==> config.mk <==
export PLATFORM = sky130hd
export DESIGN_NAME = fb_rect_writer
export DESIGN_NICKNAME = d
export VERILOG_FILES = /design/src/rtl/frame_pkg.sv /design/src/rtl/fb_rect_writer.sv
export SDC_FILE = /design/constraint.sdc
export NUM_CORES = 1
export LEC_CHECK = 0
export CAP_MARGIN = 40
export CORE_MARGIN = 4
export CORE_UTILIZATION = 55
export DETAILED_ROUTE_END_ITERATION = 16
export PLACE_DENSITY = 0.76
export SLEW_MARGIN = 30
export SYNTH_ARGS = -nofsm -noshare
export SYNTH_HDL_FRONTEND = slang
export SYNTH_SLANG_ARGS = --single-unit
==> constraint.sdc <==
create_clock -name clk -period 5.6 [get_ports clk]
set_input_delay 1.4 -clock clk [delete_from_list [all_inputs] [get_ports clk]]
set_output_delay 1.4 -clock clk [all_outputs]
set_load 0.005 [all_outputs]
==> src/rtl/frame_pkg.sv <==
// frame_pkg: frame geometry and rectangle-writer state shared with the VGA display path
package frame_pkg;
  localparam int H_ACTIVE  = 640;
  localparam int V_ACTIVE  = 480;
  localparam int FB_ADDR_W = 19;
  localparam int COLOR_W   = 8;
  localparam int FB_SIZE   = H_ACTIVE * V_ACTIVE;
  typedef enum logic [1:0] {IDLE, CLIP, DRAW, DONE} state_t;
endpackage

==> src/rtl/fb_rect_writer.sv <==
// fb_rect_writer: clips a rectangle command to the visible frame and emits one
// frame-buffer write per pixel in raster order
module fb_rect_writer
  import frame_pkg::*;
(
  input  logic                 clk,
  input  logic                 i_rst,
  input  logic                 cmd_valid,
  output logic                 cmd_ready,
  input  logic [9:0]           cmd_x,
  input  logic [8:0]           cmd_y,
  input  logic [9:0]           cmd_w,
  input  logic [8:0]           cmd_h,
  input  logic [COLOR_W-1:0]   cmd_color,
  input  logic                 wr_grant,
  output logic                 wr_en,
  output logic [FB_ADDR_W-1:0] wr_addr,
  output logic [COLOR_W-1:0]   wr_data,
  output logic                 busy,
  output logic                 done
);
  state_t state, state_n;
  logic [9:0] x_r, w_r, col, col_n;
  logic [8:0] y_r, h_r, row, row_n;
  logic [10:0] x_end, y_end, x_end_n, y_end_n, x_sum, y_sum;
  logic [FB_ADDR_W-1:0] line_base, line_base_n, addr_n, y_base, next_base;
  logic [COLOR_W-1:0] color_r, data_n;
  logic ready_n, busy_n, done_n, en_n, accept, degen;
  assign accept    = cmd_valid && cmd_ready;
  assign x_sum     = {1'b0, x_r} + {1'b0, w_r};
  assign y_sum     = {2'b0, y_r} + {2'b0, h_r};
  // y*640 built from shifts so no multiplier is inferred
  assign y_base    = (FB_ADDR_W'(y_r) << 9) + (FB_ADDR_W'(y_r) << 7);
  assign next_base = line_base + FB_ADDR_W'(H_ACTIVE);
  assign degen     = w_r == '0 || h_r == '0 || x_r >= 10'(H_ACTIVE) || y_r >= 9'(V_ACTIVE);
  always_comb begin
    state_n     = state;
    ready_n     = cmd_ready;
    busy_n      = busy;
    done_n      = 1'b0;
    en_n        = wr_en;
    addr_n      = wr_addr;
    data_n      = wr_data;
    col_n       = col;
    row_n       = row;
    line_base_n = line_base;
    x_end_n     = x_end;
    y_end_n     = y_end;
    case (state)
      IDLE: begin
        ready_n = !accept;
        busy_n  = accept;
        state_n = accept ? CLIP : IDLE;
      end
      CLIP: begin
        x_end_n     = x_sum > 11'(H_ACTIVE) ? 11'(H_ACTIVE) : x_sum;
        y_end_n     = y_sum > 11'(V_ACTIVE) ? 11'(V_ACTIVE) : y_sum;
        col_n       = x_r;
        row_n       = y_r;
        line_base_n = y_base;
        addr_n      = y_base + FB_ADDR_W'(x_r);
        data_n      = color_r;
        en_n        = !degen;
        state_n     = degen ? DONE : DRAW;
      end
      DRAW: begin
        if (wr_en && wr_grant) begin
          if ({1'b0, col} < x_end - 11'd1) begin
            col_n  = col + 10'd1;
            addr_n = wr_addr + FB_ADDR_W'(1);
          end else if ({2'b0, row} < y_end - 11'd1) begin
            col_n       = x_r;
            row_n       = row + 9'd1;
            line_base_n = next_base;
            addr_n      = next_base + FB_ADDR_W'(x_r);
          end else begin
            en_n    = 1'b0;
            state_n = DONE;
          end
        end
      end
      default: begin
        done_n  = 1'b1;
        busy_n  = 1'b0;
        ready_n = 1'b1;
        state_n = IDLE;
      end
    endcase
  end
  always_ff @(posedge clk or negedge i_rst) begin
    if (!i_rst) begin
      state     <= IDLE;
      cmd_ready <= 1'b0;
      busy      <= 1'b0;
      done      <= 1'b0;
      wr_en     <= 1'b0;
      wr_addr   <= '0;
      wr_data   <= '0;
      col       <= '0;
      row       <= '0;
      line_base <= '0;
      x_end     <= '0;
      y_end     <= '0;
      x_r       <= '0;
      y_r       <= '0;
      w_r       <= '0;
      h_r       <= '0;
      color_r   <= '0;
    end else begin
      state     <= state_n;
      cmd_ready <= ready_n;
      busy      <= busy_n;
      done      <= done_n;
      wr_en     <= en_n;
      wr_addr   <= addr_n;
      wr_data   <= data_n;
      col       <= col_n;
      row       <= row_n;
      line_base <= line_base_n;
      x_end     <= x_end_n;
      y_end     <= y_end_n;
      if (state == IDLE && accept) begin
        x_r     <= cmd_x;
        y_r     <= cmd_y;
        w_r     <= cmd_w;
        h_r     <= cmd_h;
        color_r <= cmd_color;
      end
    end
  end
endmodule

==> impl_metrics.json <==
{
  "core_area_um2": 15900,
  "max_freq_mhz": 260,
  "grt_pass1_vias": 7333,
  "setup-tns-final_ns": 0,
  "worst_pin_slew_ns": 0.735,
  "avgSynthCellArea_um2": 9.29,
  "start_util_pct": 56.4,
  "ioPinCount": 81,
  "hold_path_class": "register to register",
  "cts_tree": "built",
  "grt_start_max_net_pins": 56,
  "crit_path_start": "x_end[5]$_DFFE_PN0N_",
  "top_layer": "met4",
  "cts_sinks": 131,
  "antenna_found_initial": 0,
  "die_h_um": 136,
  "synth-main-ff-cell": "dfrtp_1",
  "worstReg2RegEnd": "row[0]$_DFFE_PN0P_",
  "antennaDiodeCount": 0,
  "cts-resized-gates": 0,
  "synth_compound_area_share_pct": 18.9,
  "synthCells": 969,
  "cts_hold_buffers": 0,
  "r2r_cells": 14,
  "clk_pin_slew_ns": 0.06,
  "cts_buffer_depth": 2,
  "die-area_um2": 18500,
  "synth_top_family_by_area": "compound AO/OA/AOI/OAI gates",
  "gp_congestion": 0.915,
  "drv_cap": 0,
  "ys_warn_count": 0,
  "yosysSeqAreaShare_pct": 36.4,
  "path_class": "register to register",
  "path_max_fanout": 21,
  "layout_commonest_cell": "dfrtp_1",
  "final_cell_mix": "dfrtp_1 (131), nor2_1 (85), clkdlybuf4s50_1 (79), nand2_1 (72), a21oi_1 (70)",
  "r2r_slack_ns": 1.75,
  "grt_use_total_pct": 24.7,
  "first_pass_iters": 5,
  "syn_area_um2": 9000,
  "htree_levels": 4,
  "synthXorXnorAreaFrac_pct": 6.80,
  "final_nets": 1149,
  "fin_worst_skew_ns": 0.00753,
  "clk_latency_ns": 0.43,
  "synth_fp_nets": 1083,
  "critPathCapture": "row[0]$_DFFE_PN0P_",
  "synth_edf_count": 0,
  "drv_slew": 0,
  "endpoint_kind": "register",
  "routed-wl-met2_um": 10000,
  "drt-met1-wl_um": 10200,
  "post-route-period-util_pct": 68.7,
  "vias_per_cell": 5.94,
  "wirelength_um": 22300,
  "min_period_ns": 3.85,
  "cp.required_ns": 5.96,
  "root_buffer": "clkbuf_16",
  "r2r_start": "x_end[5]$_DFFE_PN0N_",
  "cp.arrival_ns": 4.21,
  "synthAdderAreaFrac_pct": 9.23,
  "drive_above_1_share_pct": 12.0,
  "portBuffers": 80,
  "grt_pass1_wl_um": 36700,
  "synth_seq_cells": 131,
  "overflow": 0,
  "die_x_um": 136,
  "dr_wl_met3_um": 1520,
  "post_drt_wl_per_cell_um": 17.6,
  "slew_headroom_pct": 51.0,
  "drt-initial-drc-count": 491,
  "numCtsBuffers": 17,
  "synth.area.mux_share_pct": 8.37,
  "rsz0062_at_grt": "no",
  "yosys.area_share.simple_pct": 16.4,
  "status": "finished, final reports clean",
  "final_hold_viol_count": 0,
  "rows": 46,
  "async_flop_share_pct": 100,
  "worstSetupStartpointType": "register",
  "postCtsSetupRepairBufs": 0,
  "hpwl_um": 16000,
  "via_count": 7513,
  "syn_to_final_growth_pct": 18.0,
  "drc_errors": 0,
  "drtAntennaViolNets": 0,
  "setup_viol": 0,
  "synthDistinctLibCells": 78
}
[cell families after synthesis]
group	after synthesis
xor+xnor	69
buf+inv	79
compound gates	259
other cells	1
flops	131
simple gates	298
mux	68
fa+ha+maj	64
[per-stage QoR]
| stage | util [%] | std cells | setup slack (ns) | hold slack, ns | cell area [um2] |
|---|---|---|---|---|---|
| global route | 66.6 | 1264 | 1.42 | 0.512 | 10600 |
| global placement | 62.3 | 1230 | 1.90 | 0.474 | 9930 |
| CTS | 66.4 | 1263 | 1.75 | 0.502 | 10600 |
| finish | 66.6 | 1264 | 1.75 | 0.499 | 10600 |
| floorplan | - | 969 | 2.50 | 0.474 | 9000 |
| detailed placement | 62.4 | 1231 | 1.76 | 0.488 | 9950 |
[worst min-delay path by stage]
stage,startpoint,to,cells past startpoint
final,color_r[2]$_DFFE_PN0P_,color_r[2]$_DFFE_PN0P_,1
after global routing,color_r[6]$_DFFE_PN0P_,wr_data[6]$_DFFE_PN0N_,1
after CTS,color_r[1]$_DFFE_PN0P_,color_r[1]$_DFFE_PN0P_,1
after detailed placement,color_r[1]$_DFFE_PN0P_,color_r[1]$_DFFE_PN0P_,1
after global placement,busy$_DFFE_PN0P_,busy$_DFFE_PN0P_,2
after floorplan,color_r[0]$_DFFE_PN0P_,wr_data[0]$_DFFE_PN0N_,1
[sequential cells by signal, summed over array words and instances (netlist names)]
register and cells:
busy 1, cmd_ready 1, col 10, color_r 8, done 1, h_r 9, line_base 12, row 9
state 2, w_r 10, wr_addr 19, wr_data 8, wr_en 1, x_end 11, x_r 10, y_end 10
y_r 9
[synth_stat cells, drive strengths merged, types with 6 or more instances]
| master | n | area [um2] |
|---|---|---|
| o21a | 8 | 61.3 |
| nand3 | 41 | 215 |
| inv | 39 | 146 |
| o22ai | 12 | 75.1 |
| buf | 21 | 119 |
| nand4 | 10 | 62.6 |
| a21o | 18 | 143 |
| nand2 | 73 | 277 |
| o21ai | 60 | 300 |
| xnor2 | 35 | 314 |
| dfrtp | 131 | 3280 |
| o211ai | 11 | 82.6 |
| xor2 | 34 | 298 |
| o22a | 6 | 52.6 |
| nor2 | 85 | 319 |
| a22oi | 6 | 45.0 |
| nor3 | 24 | 131 |
| nand2b | 6 | 37.5 |
| a211oi | 16 | 125 |
| a21oi | 71 | 359 |
| a31oi | 12 | 90.1 |
| nor2b | 16 | 103 |
| clkbuf | 19 | 72.6 |
| and3 | 13 | 81.3 |
| mux2 | 58 | 653 |
| ha | 60 | 751 |
| nor4 | 8 | 62.6 |
| mux2i | 10 | 100 |
[critical path, stage by stage (launching register included)]
cell and delay, ns:
dfrtp_1 0.41, nor4_2 0.42, nand2b_1 0.12, nor2_1 0.11
nand2_1 0.08, xor2_1 0.15, ha_1 0.29, o21ai_0 0.12
a211oi_1 0.25, mux2i_1 0.11, or2_2 0.48, nor3_4 0.63
a21oi_2 0.24, a211oi_1 0.26, a21o_1 0.11
[final cells by class]
type / instances / area (um2)
multi-input combinational: 759 / 5390
fill: 1275 / 5320
sequential: 131 / 3280
timing repair buffer: 87 / 895
clock buffer: 18 / 439
tap: 216 / 270
clock inverter: 14 / 201
inverter: 39 / 146
[routing by layer]
layer,track usage (%),vias to the layer above
li1,-,3668
met1,33.5,3560
met2,38.6,238
met3,5.48,47
met4,9.97,0
met5,0,-
Power is not shown: default switching activity piles up to over one toggle a cycle in this logic, so the estimate is an artifact.
